===== src/rtl/ac_bmc_vr_pwrgd_responder.sv =====
// Responder for the four BMC AUX regulators: answers enables with delayed power-good,
// supports per-rail fault injection and flags out-of-order enable/disable sequencing.
module ac_bmc_vr_pwrgd_responder #(
    parameter int T_ON_CYC  = 2000,
    parameter int T_OFF_CYC = 1000,
    parameter int CNT_W     = 12
) (
    input  logic       iClk,
    input  logic       iRst,
    input  logic       iFM_PCH_P1V8_AUX_EN,
    input  logic       iFM_P2V5_BMC_AUX_EN,
    input  logic       iFM_P1V2_BMC_AUX_EN,
    input  logic       iFM_P1V0_BMC_AUX_EN,
    input  logic [3:0] iFAULT_INJ,
    output logic       oPWRGD_P1V8_BMC_AUX,
    output logic       oPWRGD_P2V5_BMC_AUX,
    output logic       oPWRGD_P1V2_BMC_AUX,
    output logic       oPWRGD_P1V0_BMC_AUX,
    output logic [3:0] oRAIL_FAULT,
    output logic [3:0] oSEQ_ERR_UP,
    output logic [3:0] oSEQ_ERR_DN
);

    typedef enum logic [2:0] {
        ST_OFF,
        ST_RAMP_UP,
        ST_ON,
        ST_RAMP_DOWN,
        ST_FAULT
    } state_t;

    localparam logic [CNT_W-1:0] T_ON_LAST  = CNT_W'(T_ON_CYC - 1);
    localparam logic [CNT_W-1:0] T_OFF_LAST = CNT_W'(T_OFF_CYC - 1);

    state_t           state_q [4];
    state_t           state_d [4];
    logic [CNT_W-1:0] cnt_q   [4];
    logic [CNT_W-1:0] cnt_d   [4];
    logic [3:0]       pwrgd_q, pwrgd_d;
    logic [3:0]       fault_q, fault_d;
    logic [3:0]       en_q, en_d;
    logic [3:0]       seq_up_q, seq_up_d;
    logic [3:0]       seq_dn_q, seq_dn_d;
    logic [3:0]       en, en_rise, en_fall;

    // Bit order is power-up order.
    assign en = {iFM_P1V0_BMC_AUX_EN, iFM_P1V2_BMC_AUX_EN,
                 iFM_P2V5_BMC_AUX_EN, iFM_PCH_P1V8_AUX_EN};
    assign en_rise = en & ~en_q;
    assign en_fall = ~en & en_q;

    always_comb begin
        en_d    = en;
        pwrgd_d = pwrgd_q;
        fault_d = fault_q;
        for (int i = 0; i < 4; i++) begin
            state_d[i] = state_q[i];
            cnt_d[i]   = cnt_q[i];
            case (state_q[i])
                ST_OFF: begin
                    cnt_d[i]   = '0;
                    pwrgd_d[i] = 1'b0;
                    fault_d[i] = 1'b0;
                    if (en[i]) state_d[i] = ST_RAMP_UP;
                end
                ST_RAMP_UP: begin
                    if (!en[i]) begin
                        state_d[i] = ST_OFF;
                        cnt_d[i]   = '0;
                    end else if (cnt_q[i] == T_ON_LAST) begin
                        state_d[i] = ST_ON;
                        pwrgd_d[i] = 1'b1;
                        cnt_d[i]   = '0;
                    end else begin
                        cnt_d[i] = cnt_q[i] + CNT_W'(1);
                    end
                end
                ST_ON: begin
                    // Fault wins over an enable drop in the same cycle.
                    if (iFAULT_INJ[i]) begin
                        state_d[i] = ST_FAULT;
                        pwrgd_d[i] = 1'b0;
                        fault_d[i] = 1'b1;
                    end else if (!en[i]) begin
                        state_d[i] = ST_RAMP_DOWN;
                        cnt_d[i]   = '0;
                    end
                end
                ST_RAMP_DOWN: begin
                    if (en[i]) begin
                        state_d[i] = ST_ON;
                        cnt_d[i]   = '0;
                    end else if (cnt_q[i] == T_OFF_LAST) begin
                        state_d[i] = ST_OFF;
                        pwrgd_d[i] = 1'b0;
                        cnt_d[i]   = '0;
                    end else begin
                        cnt_d[i] = cnt_q[i] + CNT_W'(1);
                    end
                end
                ST_FAULT: begin
                    cnt_d[i] = '0;
                    if (!en[i]) begin
                        state_d[i] = ST_OFF;
                        fault_d[i] = 1'b0;
                    end
                end
                default: begin
                    state_d[i] = ST_OFF;
                    cnt_d[i]   = '0;
                    pwrgd_d[i] = 1'b0;
                    fault_d[i] = 1'b0;
                end
            endcase
        end
        // Order checks use this cycle's registered power-good of the neighbour rail.
        seq_up_d = seq_up_q | {en_rise[3:1] & ~pwrgd_q[2:0], 1'b0};
        seq_dn_d = seq_dn_q | {1'b0, en_fall[2:0] & pwrgd_q[3:1]};
    end

    always_ff @(posedge iClk) begin
        if (iRst) begin
            for (int i = 0; i < 4; i++) begin
                state_q[i] <= ST_OFF;
                cnt_q[i]   <= '0;
            end
            pwrgd_q  <= '0;
            fault_q  <= '0;
            en_q     <= '0;
            seq_up_q <= '0;
            seq_dn_q <= '0;
        end else begin
            for (int i = 0; i < 4; i++) begin
                state_q[i] <= state_d[i];
                cnt_q[i]   <= cnt_d[i];
            end
            pwrgd_q  <= pwrgd_d;
            fault_q  <= fault_d;
            en_q     <= en_d;
            seq_up_q <= seq_up_d;
            seq_dn_q <= seq_dn_d;
        end
    end

    assign oPWRGD_P1V8_BMC_AUX = pwrgd_q[0];
    assign oPWRGD_P2V5_BMC_AUX = pwrgd_q[1];
    assign oPWRGD_P1V2_BMC_AUX = pwrgd_q[2];
    assign oPWRGD_P1V0_BMC_AUX = pwrgd_q[3];
    assign oRAIL_FAULT         = fault_q;
    assign oSEQ_ERR_UP         = seq_up_q;
    assign oSEQ_ERR_DN         = seq_dn_q;

endmodule


===== config.mk =====
export PLATFORM = sky130hd
export DESIGN_NAME = ac_bmc_vr_pwrgd_responder
export DESIGN_NICKNAME = d
export VERILOG_FILES = /design/src/rtl/ac_bmc_vr_pwrgd_responder.sv
export SDC_FILE = /design/constraint.sdc
export NUM_CORES = 1
export LEC_CHECK = 0
export ABC_AREA = 1
export ABC_CLOCK_PERIOD_IN_PS = 2000
export BUFFER_PORTS_ARGS = -buffer_cell sky130_fd_sc_hd__buf_2
export CORE_UTILIZATION = 45
export DETAILED_ROUTE_END_ITERATION = 6
export GPL_ROUTABILITY_DRIVEN = 0
export PLACE_DENSITY_LB_ADDON = 0.1
export SLEW_MARGIN = 20
export SYNTH_ARGS = -nofsm -noshare
export SYNTH_HDL_FRONTEND = slang
export SYNTH_SLANG_ARGS = --single-unit
export TNS_END_PERCENT = 30

===== constraint.sdc =====
create_clock -name iClk -period 2 [get_ports iClk]
set_input_delay 0 -clock iClk [delete_from_list [all_inputs] [get_ports iClk]]
set_output_delay 0 -clock iClk [all_outputs]
set_load 0.05 [all_outputs]

==> results.toml <==
[power_and_ir_drop]
pwr-share-comb = 0.374
p_per_area_mw_per_mm2 = 1070
p_int_uw = 3130
clkPwrFrac = 0.262
p_total_uw = 5220
switchingPower_uw = 2090
swShare = 0.401
seq_power_share = 0.364
p_leak_uw = 0.00215
peakVddDrop_mv = 0.388

[global_routing]
overflow = 0
antenna_found_initial = 0
grtUsageTotal = 0.199
grt_pass1_wl_um = 16200
grt_max_degree = 33
grt_pass1_vias = 3684

[drt]
wl_met1_um = 4650
wirelength_um = 9160
post_drt_via_cell_ratio = 4.85
met2_length_um = 4140
wl_per_cell_um = 11.1
route.met3.wl_um = 263
ant_nets = 0
vias = 3994
drc = 0
drt_iter0_markers = 153
firstDrtPassIters = 5
topRoutingLayerUsed = "met4"

[synthesis]
ys_seq_area_frac = 0.358
yosys_warnings = 0
synth_cells = 658
ys_types = 37
synthesis.area_mm2 = 0.00437
ys_ff_latch = 78
syn_area_per_cell_um2 = 6.63

[placed_design]
dp_hpwl_um = 6690
port_buffers = 23

[sta]
min_period_ns = 1.61
post-route-period-util = 0.805
setup_violations = 0
rsz0062_at_grt = "no"
slew_viol_final = 0
clock.fmax_mhz = 621
hold_viol = 0
skew_ns = 0.0106
final.setup.tns_ns = 0
worst_pin_slew_ns = 0.502
maxSlewHeadroom = 0.665

[final_layout]
final_common_cell = "nand2_1"
finalNetCount = 704
syn2layout_area_growth_pct = 12.1
fin_util = 0.525
layout_common_cells = "nand2_1 (159), nor2_1 (102), inv_1 (83)"
diodes = 0
drive_gt1_frac = 0.132

[worst_hold_path]
min_path_type = "in -> reg"

[critical_path]
path_cells = "ha_1 > nand2_1 > nor2_1 > nand3_1 > nand3_1 > nand3_2 > o211ai_1 > inv_1"
max_stage_delay_ns = 0.38
start_kind = "flop"
startpoint = "cnt_q[0][0]"
timing.rr.start = "cnt_q[0][0]"
cpMostUsedCell = "nand3_1"
worst_r2r_path_depth = 8
required_ns = 2.24
timing.reg2reg.setup_slack_ns = 0.39
r2r-end = "cnt_q[0][6]"
arrival_ns = 1.85
crit_path_end = "cnt_q[0][6]"
end_kind = "flop"
cpMaxStageDelayCell = "dfxtp_1"
path_class = "reg -> reg"
path_max_fanout = 7

[clock_tree]
cts_sinks = 78
h-tree-depth = 3
root_buffer = "clkbuf_8"
numCtsBuffers = 9
cts.clk_slew.worst_paths_ns = 0.08
clk_latency_ns = 0.35
cts_buffer_depth = 2
cts_tree = "built"

[floorplan]
dieHeight_um = 100
rows = 35
start_util = 0.468
die-area_mm2 = 0.0101
coreArea_mm2 = 0.00933
die-width_um = 100
top_level_ports = 26

[flow_run]
cap_violations = 0

[status]
status = "complete, no violations"
## worst min-delay path by stage
stage	startpoint	end	cells after the start
final	iFM_PCH_P1V8_AUX_EN	state_q[0][2]	3
after global routing	iFM_P1V2_BMC_AUX_EN	state_q[2][2]	3
after CTS	iFM_PCH_P1V8_AUX_EN	state_q[0][2]	3
after detailed placement	iFAULT_INJ[3]	state_q[3][2]	3
after global placement	iFAULT_INJ[3]	state_q[3][2]	3
after floorplan	iFM_P1V0_BMC_AUX_EN	en_q[3]	2
## metrics by stage
stage               instance area (µm²)  setup WS (ns)  instances  hold WS [ns]
finish                             4890          0.391        824        0.0340
global route                       4890          0.208        824        0.0426
CTS                                4890          0.406        824        0.0164
detailed placement                 4610          0.441        803         0.295
global placement                   4610          0.472        803         0.298
floorplan                          4370          0.648        659         0.148
## synth_stat cells, drive strengths merged
| library cell | number | share of area |
|---|---|---|
| nand2 | 165 | 0.15 |
| nor2 | 111 | 0.10 |
| inv | 92 | 0.080 |
| dfxtp | 78 | 0.36 |
| nand3 | 65 | 0.090 |
| a21oi | 45 | 0.057 |
| nor3 | 18 | 0.026 |
| o21ai | 18 | 0.025 |
| xor2 | 15 | 0.030 |
| nand4 | 13 | 0.022 |
| clkbuf | 6 | 0.0052 |
| or2 | 6 | 0.0086 |
| buf | 4 | 0.0063 |
| ha | 4 | 0.011 |
| o211ai | 4 | 0.0069 |
| o21a | 4 | 0.0069 |
| xnor2 | 4 | 0.0080 |
| a31oi | 3 | 0.0043 |
| nand3b | 2 | 0.0034 |
| conb | 1 | 0.00086 |
## worst max-delay path: cells and delay by family, from the launching register on
kind                       cells  cell delay [ns]
buffers and inverters          1             0.06
and+or+nand+nor                5             0.74
AOI/OAI and AO/OA              1             0.15
adders and majority gates      1             0.18
DFF                            1             0.38
## cells by family (layout without fill, tap and decap cells)
group,Yosys count,after routing,synth area share
XOR/XNOR,19,19,0.0381
flip-flops,78,78,0.358
AND/OR/NAND/NOR,380,380,0.401
other,1,2,0.000859
AO/OA/AOI/OAI,74,74,0.0997
buffers and inverters,102,138,0.0911
adder cells (fa/ha/maj),4,4,0.0115
## state kept, by name (all words and copies together) (netlist names)
| signal | flops |
|---|---|
| cnt_q | 48 |
| en_q | 4 |
| oRAIL_FAULT | 4 |
| oSEQ_ERR_DN | 3 |
| oSEQ_ERR_UP | 3 |
| pwrgd_q | 4 |
| state_q | 12 |
## metal layers
| metal | vias to the layer above | GRT usage |
|---|---|---|
| met5 | - | 0 |
| met4 | 0 | 0.0736 |
| met3 | 8 | 0.0368 |
| met2 | 59 | 0.330 |
| met1 | 1773 | 0.259 |
| li1 | 2154 | - |
## power by group through the flow
| stage | registers, µW | clock network, µW | logic (µW) |
|---|---|---|---|
| after floorplan | 2060 | 0 | 1430 |
| after global placement | 1930 | 0 | 1920 |
| after detailed placement | 1940 | 0 | 1940 |
| after CTS | 1900 | 1400 | 1960 |
| after global routing | 1930 | 1480 | 2220 |
| final | 1900 | 1370 | 1950 |
## area by class of cell
class | instances | area (µm²)
clock buffers | 11 | 151
fillers | 953 | 4430
multi-input cells | 479 | 2410
flip-flops and latches | 78 | 1560
well taps | 129 | 161
clock inverters | 5 | 81.3
repair buffers | 30 | 180
inverters | 92 | 348
## what timing repair did
item | in CTS | in global routing
endpoints found under the hold margin | 9 | 0
resized for setup | 0 | 0
hold buffers | 5 | 0
buffers inserted | 0 | 0
No activity file was read; power rests on OpenSTA's default activity.
